[src/rtl/jump_btb_pkg.sv]
// ============================================================================
// Module : jpred_pkg
// Brief  : Shared types and counter constants for the jump BTB.
// Rev    : 1.0 - initial release
// ============================================================================
`default_nettype none

package jpred_pkg;

   localparam int PEND_ADDR_W = 16;

   typedef struct packed {
      logic [PEND_ADDR_W-1:0] pcinc;
      logic                   taken;
      logic [PEND_ADDR_W-1:0] target;
   } pend_entry_t;

   localparam logic [1:0] CNT_WEAK_T = 2'b10;
   localparam logic [1:0] CNT_MAX    = 2'b11;
   localparam logic [1:0] CNT_MIN    = 2'b00;

   function automatic logic [1:0] f_cnt_inc(input logic [1:0] c);
      return (c == CNT_MAX) ? c : c + 2'd1;
   endfunction

   function automatic logic [1:0] f_cnt_dec(input logic [1:0] c);
      return (c == CNT_MIN) ? c : c - 2'd1;
   endfunction

endpackage

`default_nettype wire

[src/rtl/jump_btb_if.sv]
// ============================================================================
// Module : jump_btb_if
// Brief  : Lookup (ID), resolve (MEM) and redirect signals of the jump BTB.
// Rev    : 1.0 - initial release
// ============================================================================
`default_nettype none

interface jump_btb_if #(
   parameter int ADDR_W = 16
);
   logic              lookup_valid;
   logic [ADDR_W-1:0] lookup_pcinc;
   logic              lookup_ready;
   logic              pred_taken;
   logic [ADDR_W-1:0] pred_target;
   logic              resolve_valid;
   logic              resolve_taken;
   logic [ADDR_W-1:0] resolve_target;
   logic              redirect_valid;
   logic [ADDR_W-1:0] redirect_pc;
   logic              dir_miss;
   logic              tgt_miss;

   modport master (
      output lookup_valid, lookup_pcinc, resolve_valid, resolve_taken, resolve_target,
      input  lookup_ready, pred_taken, pred_target, redirect_valid, redirect_pc,
             dir_miss, tgt_miss
   );

   modport slave (
      input  lookup_valid, lookup_pcinc, resolve_valid, resolve_taken, resolve_target,
      output lookup_ready, pred_taken, pred_target, redirect_valid, redirect_pc,
             dir_miss, tgt_miss
   );
endinterface

`default_nettype wire

[src/rtl/jump_btb_pend_fifo.sv]
// ============================================================================
// Module : jpred_pend_fifo
// Brief  : In-order queue of unresolved predictions with whole-queue flush.
// Rev    : 1.0 - initial release
// ============================================================================
`default_nettype none

module jpred_pend_fifo
   import jpred_pkg::*;
#(
   parameter int  INFLIGHT = 2,
   parameter type T        = pend_entry_t
) (
   input  wire  clk,
   input  wire  reset,
   input  wire  i_push,
   input  T     i_data,
   input  wire  i_pop,
   input  wire  i_flush,
   output logic o_full,
   output logic o_empty,
   output T     o_head
);

   localparam int c_PTR_W = (INFLIGHT > 1) ? $clog2(INFLIGHT) : 1;
   localparam int c_CNT_W = $clog2(INFLIGHT + 1);

   T                    r_mem [INFLIGHT];
   logic [c_PTR_W-1:0]  r_wr;
   logic [c_PTR_W-1:0]  r_rd;
   logic [c_CNT_W-1:0]  r_count;
   logic                w_push;
   logic                w_pop;

   function automatic logic [c_PTR_W-1:0] f_next(input logic [c_PTR_W-1:0] p);
      return (p == c_PTR_W'(INFLIGHT - 1)) ? '0 : p + 1'b1;
   endfunction

   assign o_full  = (r_count == c_CNT_W'(INFLIGHT));
   assign o_empty = (r_count == '0);
   assign o_head  = r_mem[r_rd];
   assign w_pop   = i_pop & ~o_empty;
   // When full, a push is only legal because the popped slot is freed this edge.
   assign w_push  = i_push & (~o_full | w_pop);

   always_ff @(posedge clk) begin
      if (w_push && !i_flush) begin
         r_mem[r_wr] <= i_data;
      end
   end

   always_ff @(posedge clk) begin
      if (reset || i_flush) begin
         r_wr    <= '0;
         r_rd    <= '0;
         r_count <= '0;
      end else begin
         if (w_push) r_wr <= f_next(r_wr);
         if (w_pop)  r_rd <= f_next(r_rd);
         case ({w_push, w_pop})
            2'b10:   r_count <= r_count + 1'b1;
            2'b01:   r_count <= r_count - 1'b1;
            default: r_count <= r_count;
         endcase
      end
   end

endmodule

`default_nettype wire

[src/rtl/jump_btb.sv]
// ============================================================================
// Module : jump_btb
// Brief  : Direct-mapped branch target buffer with 2-bit direction counters
//          and a pending-prediction queue; raises redirect on mispredict.
//          Optional macro JPRED_TAG_EN adds per-entry tags.
// Rev    : 1.0 - initial release
// ============================================================================
`default_nettype none

module jump_btb
   import jpred_pkg::*;
#(
   parameter int ADDR_W   = 16,
   parameter int IDX_W    = 4,
   parameter int TAG_W    = 4,
   parameter int INFLIGHT = 2
) (
   input wire        clk,
   input wire        reset,
   jump_btb_if.slave bus
);

   localparam int c_ENTRIES = 1 << IDX_W;

   typedef struct packed {
      logic [ADDR_W-1:0] pcinc;
      logic              taken;
      logic [ADDR_W-1:0] target;
   } pend_t;

   logic [c_ENTRIES-1:0] r_valid;
   logic [1:0]           r_cnt    [c_ENTRIES];
   logic [ADDR_W-1:0]    r_target [c_ENTRIES];

   logic [IDX_W-1:0] w_lidx;
   logic [IDX_W-1:0] w_ridx;
   logic             w_lhit;
   logic             w_rhit;
   logic             w_full;
   logic             w_empty;
   logic             w_pop;
   logic             w_push;
   logic             w_redirect;
   logic             w_dir_miss;
   logic             w_tgt_miss;
   pend_t            w_head;
   pend_t            w_push_data;
   logic             w_unused_bits;

   assign w_lidx = bus.lookup_pcinc[IDX_W-1:0];
   assign w_ridx = w_head.pcinc[IDX_W-1:0];

`ifdef JPRED_TAG_EN
   logic [TAG_W-1:0] r_tag [c_ENTRIES];
   logic [TAG_W-1:0] w_ltag;
   logic [TAG_W-1:0] w_rtag;

   assign w_ltag = bus.lookup_pcinc[IDX_W+TAG_W-1:IDX_W];
   assign w_rtag = w_head.pcinc[IDX_W+TAG_W-1:IDX_W];
   assign w_lhit = r_valid[w_lidx] & (r_tag[w_lidx] == w_ltag);
   assign w_rhit = r_valid[w_ridx] & (r_tag[w_ridx] == w_rtag);
`else
   assign w_lhit = r_valid[w_lidx];
   assign w_rhit = r_valid[w_ridx];
`endif

   assign w_unused_bits = ^{bus.lookup_pcinc, w_head.pcinc};

   // Resolve acts on the head only when something is pending.
   assign w_pop      = bus.resolve_valid & ~w_empty;
   assign w_dir_miss = w_pop & (w_head.taken ^ bus.resolve_taken);
   assign w_tgt_miss = w_pop & w_head.taken & bus.resolve_taken
                     & (w_head.target != bus.resolve_target);
   assign w_redirect = w_dir_miss | w_tgt_miss;

   // A flushing cycle refuses the lookup so ID holds it for the refetched path.
   assign bus.lookup_ready   = ~w_redirect & (~w_full | w_pop);
   assign w_push             = bus.lookup_valid & bus.lookup_ready;
   assign bus.pred_taken     = w_push & w_lhit & r_cnt[w_lidx][1];
   assign bus.pred_target    = r_target[w_lidx];

   assign bus.redirect_valid = w_redirect;
   assign bus.dir_miss       = w_dir_miss;
   assign bus.tgt_miss       = w_tgt_miss;
   assign bus.redirect_pc    = bus.resolve_taken ? bus.resolve_target : w_head.pcinc;

   assign w_push_data.pcinc  = bus.lookup_pcinc;
   assign w_push_data.taken  = bus.pred_taken;
   assign w_push_data.target = bus.pred_target;

   jpred_pend_fifo #(
      .INFLIGHT (INFLIGHT),
      .T        (pend_t)
   ) u_pend (
      .clk     (clk),
      .reset   (reset),
      .i_push  (w_push),
      .i_data  (w_push_data),
      .i_pop   (w_pop),
      .i_flush (w_redirect),
      .o_full  (w_full),
      .o_empty (w_empty),
      .o_head  (w_head)
   );

   always_ff @(posedge clk) begin
      if (reset) begin
         r_valid <= '0;
         for (int i = 0; i < c_ENTRIES; i++) begin
            r_cnt[i]    <= CNT_MIN;
            r_target[i] <= '0;
`ifdef JPRED_TAG_EN
            r_tag[i]    <= '0;
`endif
         end
      end else if (w_pop) begin
         if (bus.resolve_taken) begin
            r_target[w_ridx] <= bus.resolve_target;
            r_valid[w_ridx]  <= 1'b1;
            // A miss here is an allocation (or tag replacement): start weakly taken.
            r_cnt[w_ridx]    <= w_rhit ? f_cnt_inc(r_cnt[w_ridx]) : CNT_WEAK_T;
`ifdef JPRED_TAG_EN
            r_tag[w_ridx]    <= w_rtag;
`endif
         end else if (w_rhit) begin
            r_cnt[w_ridx] <= f_cnt_dec(r_cnt[w_ridx]);
         end
      end
   end

endmodule

`default_nettype wire

[src/flat_wrapper.sv]
// flat-port wrapper written by rule: the top's interface ports become plain ports
module jump_btb_flat import jpred_pkg::*;
#(
   parameter int ADDR_W   = 16,
   parameter int IDX_W    = 4,
   parameter int TAG_W    = 4,
   parameter int INFLIGHT = 2
)
  (clk, reset, bus_lookup_valid, bus_lookup_pcinc, bus_resolve_valid, bus_resolve_taken, bus_resolve_target, bus_lookup_ready, bus_pred_taken, bus_pred_target, bus_redirect_valid, bus_redirect_pc, bus_dir_miss, bus_tgt_miss);
  jump_btb_if #(.ADDR_W(ADDR_W)) bus_i ();
  input wire clk;
  input wire reset;
  input wire logic [$bits(bus_i.lookup_valid)-1:0] bus_lookup_valid;
  input wire logic [$bits(bus_i.lookup_pcinc)-1:0] bus_lookup_pcinc;
  input wire logic [$bits(bus_i.resolve_valid)-1:0] bus_resolve_valid;
  input wire logic [$bits(bus_i.resolve_taken)-1:0] bus_resolve_taken;
  input wire logic [$bits(bus_i.resolve_target)-1:0] bus_resolve_target;
  output wire logic [$bits(bus_i.lookup_ready)-1:0] bus_lookup_ready;
  output wire logic [$bits(bus_i.pred_taken)-1:0] bus_pred_taken;
  output wire logic [$bits(bus_i.pred_target)-1:0] bus_pred_target;
  output wire logic [$bits(bus_i.redirect_valid)-1:0] bus_redirect_valid;
  output wire logic [$bits(bus_i.redirect_pc)-1:0] bus_redirect_pc;
  output wire logic [$bits(bus_i.dir_miss)-1:0] bus_dir_miss;
  output wire logic [$bits(bus_i.tgt_miss)-1:0] bus_tgt_miss;
  assign bus_i.lookup_valid = bus_lookup_valid;
  assign bus_i.lookup_pcinc = bus_lookup_pcinc;
  assign bus_i.resolve_valid = bus_resolve_valid;
  assign bus_i.resolve_taken = bus_resolve_taken;
  assign bus_i.resolve_target = bus_resolve_target;
  assign bus_lookup_ready = bus_i.lookup_ready;
  assign bus_pred_taken = bus_i.pred_taken;
  assign bus_pred_target = bus_i.pred_target;
  assign bus_redirect_valid = bus_i.redirect_valid;
  assign bus_redirect_pc = bus_i.redirect_pc;
  assign bus_dir_miss = bus_i.dir_miss;
  assign bus_tgt_miss = bus_i.tgt_miss;
  jump_btb #(.ADDR_W(ADDR_W), .IDX_W(IDX_W), .TAG_W(TAG_W), .INFLIGHT(INFLIGHT)) u_core (.clk(clk), .reset(reset), .bus(bus_i));
endmodule
[config.mk]
export PLATFORM = sky130hd
export DESIGN_NAME = jump_btb_flat
export DESIGN_NICKNAME = d
export VERILOG_FILES = /design/src/rtl/jump_btb_pkg.sv /design/src/rtl/jump_btb_if.sv /design/src/rtl/jump_btb_pend_fifo.sv /design/src/rtl/jump_btb.sv /design/src/flat_wrapper.sv
export SDC_FILE = /design/constraint.sdc
export NUM_CORES = 1
export LEC_CHECK = 0
export ABC_AREA = 1
export BUFFER_PORTS_ARGS = -buffer_cell sky130_fd_sc_hd__buf_2
export CAP_MARGIN = 20
export CORE_MARGIN = 10
export CORE_UTILIZATION = 56
export DETAILED_ROUTE_END_ITERATION = 12
export PLACE_DENSITY_LB_ADDON = 0.08
export SLEW_MARGIN = 20
export SYNTH_ARGS = -nofsm -noshare
export SYNTH_HDL_FRONTEND = slang
export SYNTH_SLANG_ARGS = --single-unit
[constraint.sdc]
create_clock -name clk -period 4.1 [get_ports clk]
set_input_delay 1.23 -clock clk [delete_from_list [all_inputs] [get_ports clk]]
set_output_delay 1.23 -clock clk [all_outputs]
set_load 0.01 [all_outputs]
==> results_dict.tcl <==
set metrics [dict create \
    status "finished clean" \
    path_class "in -> out" \
    vias_per_cell 5.85 \
    cts_hold_buf 0 \
    synth_seq_cells 375 \
    finalSetupTns_ps 0 \
    vias 12645 \
    crit_arrival_ps 2710 \
    max-slew-margin-rel_pct 43.5 \
    nFillCells 2377 \
    grt.total_usage_pct 23.7 \
    post_cts_buffers 0 \
    grt_pass1_vias 12669 \
    drive_gt1_share_pct 12.9 \
    ys_top_cells_by_area "edfxtp_1, nor2_1, nand2_1" \
    p_leak_uw 0.00758 \
    critPathCaptureType "primary output" \
    synthXorXnorAreaFrac_pct 0.0523 \
    clk_latency_ps 540 \
    coreArea_um2 29600 \
    synth_adder_area_share_pct 0.0747 \
    synthSimpleGateAreaFrac_pct 19.4 \
    ant_nets 0 \
    drt_iter0_drc 969 \
    cts.sinks 375 \
    synth-edff-count 354 \
    io_pins 74 \
    max_clock_freq_mhz 254 \
    synth_most_common_cell "nor2_1" \
    ys_seq_area_share_pct 65.9 \
    slew_violations 0 \
    min_path_type "reg -> reg" \
    final_cells 2161 \
    ff_latch_area_um2 11100 \
    rsz0062_at_grt "false" \
    wl_per_cell_um 20.4 \
    dpl.hpwl_um 28800 \
    antenna_found_initial 0 \
    setup_viol_count_final 0 \
    crit_required_ps 2870 \
    place_congestion 0.954 \
    max-vdd-ir-drop_uv 713 \
    synth.top_cell.area_share_pct 63.4 \
    pre_cts_slack_ps 150 \
    synth_compound_area_share_pct 9.99 \
    fin_crit_ps 3940 \
    multi_input_comb_area_um2 4970 \
    clock_path_buffers 3 \
    nets 1778 \
    clock-root-buffer "clkbuf_16" \
    synthDistinctLibCells 31 \
    totalWireLength_um 44000 \
    syn-cell-area_um2 16800 \
    final_cell_area_um2 19200 \
    drc 0 \
    dpl.cell_count 2088 \
    postLayoutSetupSlackWorst_ps 164 \
    antenna_cells 0 \
    cts.clk_slew.worst_paths_ps 60 \
    dieHeight_um 193 \
    startpoint_type "primary input" \
    maxCapViolCount 0 \
    yosys.area.top_type "edfxtp_1" \
    tritoncts "built" \
    synth_mux_area_share_pct 0 \
    utilization_pct 64.8 \
    portBuffers 73 \
    placed_cell_area_um2 17800 \
    cts_inserted_buffers 40 \
    final.setup_skew_ps 14.0 \
    dr.pass1.iters 5 \
    ys_async_sr_fraction_pct 0 \
    synth_commonest_cells "nor2_1, edfxtp_1, nand2_1" \
    grt_max_degree 62 \
    synth_nets 1700 \
    die_w_um 193 \
    cp_max_fo 15 \
    hold_viol_final 0 \
    worst_pin_slew_ps 845 \
    start_util_pct 56.7 \
    synth_top_family_by_area "simple AND/OR/NAND/NOR gates" \
    period_share_pct 96.0 \
    overflow 0 \
    netlist_instances 1662 \
    grt_pass1_wl_um 69100 \
    power_density_nw_per_um2 533 \
    area_growth_pct 14.3 \
    avgSynthCellArea_um2 10.1 \
    h-tree-depth 2 \
    dieArea_um2 37200 \
    fp-row-count 63 \
    synth-main-ff-cell "edfxtp_1" \
    yosys_warnings 0 \
]
==> state kept, by name, summed over array words and instances, names as in the netlist, named ones only <==
signal,cells
u_core.u_pend.r_rd,1
u_core.r_valid,16
u_core.r_target,256
u_core.r_cnt,32
u_core.u_pend.r_count,2
u_core.u_pend.r_wr,1
u_core.u_pend.r_mem,66
==> per-stage QoR <==
stage / total power, uW / hold WS, ps
5_1_grt: 10600 / 494
3_5_place_dp: 6610 / 468
3_3_place_gp: 6570 / 462
2_1_floorplan: 5970 / 442
6_report: 10200 / 482
4_1_cts: 10200 / 480
==> layer usage <==
metal | global-route usage (%) | share of wire (%) | vias up | wire, um
met5 | 0 | 0 | - | 0
met4 | 8.79 | 3.2 | 0 | 1430
met3 | 2.79 | 6.4 | 100 | 2830
met2 | 40.9 | 51 | 491 | 22400
met1 | 30.4 | 39 | 6169 | 17400
li1 | - | - | 5885 | -
==> power by group <==
group          leakage [uW]  switching (uW)  internal (uW)  total, uW
logic               0.00317            1410            545       1960
registers           0.00376            86.2           4500       4590
clock network      0.000640            1460           2200       3660
total               0.00758            2960           7250      10200
==> layout by cell type, fill, tap and decap left out, types with 12 or more instances in the layout <==
cell type / Yosys / layout
buf_4: 2 / 62
o21ai_0: 154 / 154
edfxtp_1: 354 / 354
a22oi_1: 12 / 12
nand2_1: 267 / 267
clkbuf_1: 85 / 13
clkbuf_16: 0 / 41
clkinv_1: 17 / 23
o221ai_1: 55 / 55
nor2_1: 462 / 460
dfxtp_1: 21 / 21
buf_2: 16 / 72
nand3_1: 65 / 65
a21oi_1: 23 / 22
inv_1: 58 / 56
==> area by class of cell <==
cell class / count / share of cell area (%)
Sequential cell: 375 / 57.7
Multi-Input combinational cell: 1101 / 25.9
Clock buffer: 56 / 5.75
Timing Repair Buffer: 145 / 5.43
Tap cell: 390 / 2.55
Inverter: 77 / 1.53
Clock inverter: 17 / 1.12
==> repair_timing <==
action                                  CTS  global route
endpoints found under the hold margin     0             0
resized for setup                         0             6
endpoints found under the setup margin    0             3
==> critical path, cell delays in order <==
cell	delay, ps
buf_4	150
buf_12	150
o311ai_0	360
nand3_1	130
nand3_1	100
nand2_1	160
nor2_1	240
buf_2	180
==> kinds of logic after synthesis <==
family / count (synthesis)
buf+inv: 186
fa+ha+maj: 1
xor+xnor: 1
flops: 375
simple gates: 826
compound gates: 273
==> worst paths after layout <==
path	from	to	slack, ps	cells after the start
worst max register to register	register	u_core.r_cnt[0][1]	1050	14
worst min-delay path	u_core.r_valid[7]	u_core.r_valid[7]	480	2
worst max-delay path	bus_lookup_pcinc[0]	bus_pred_taken	160	8
worst min register to register	u_core.r_valid[7]	u_core.r_valid[7]	480	2
No activity file was read; power rests on OpenSTA's default activity.
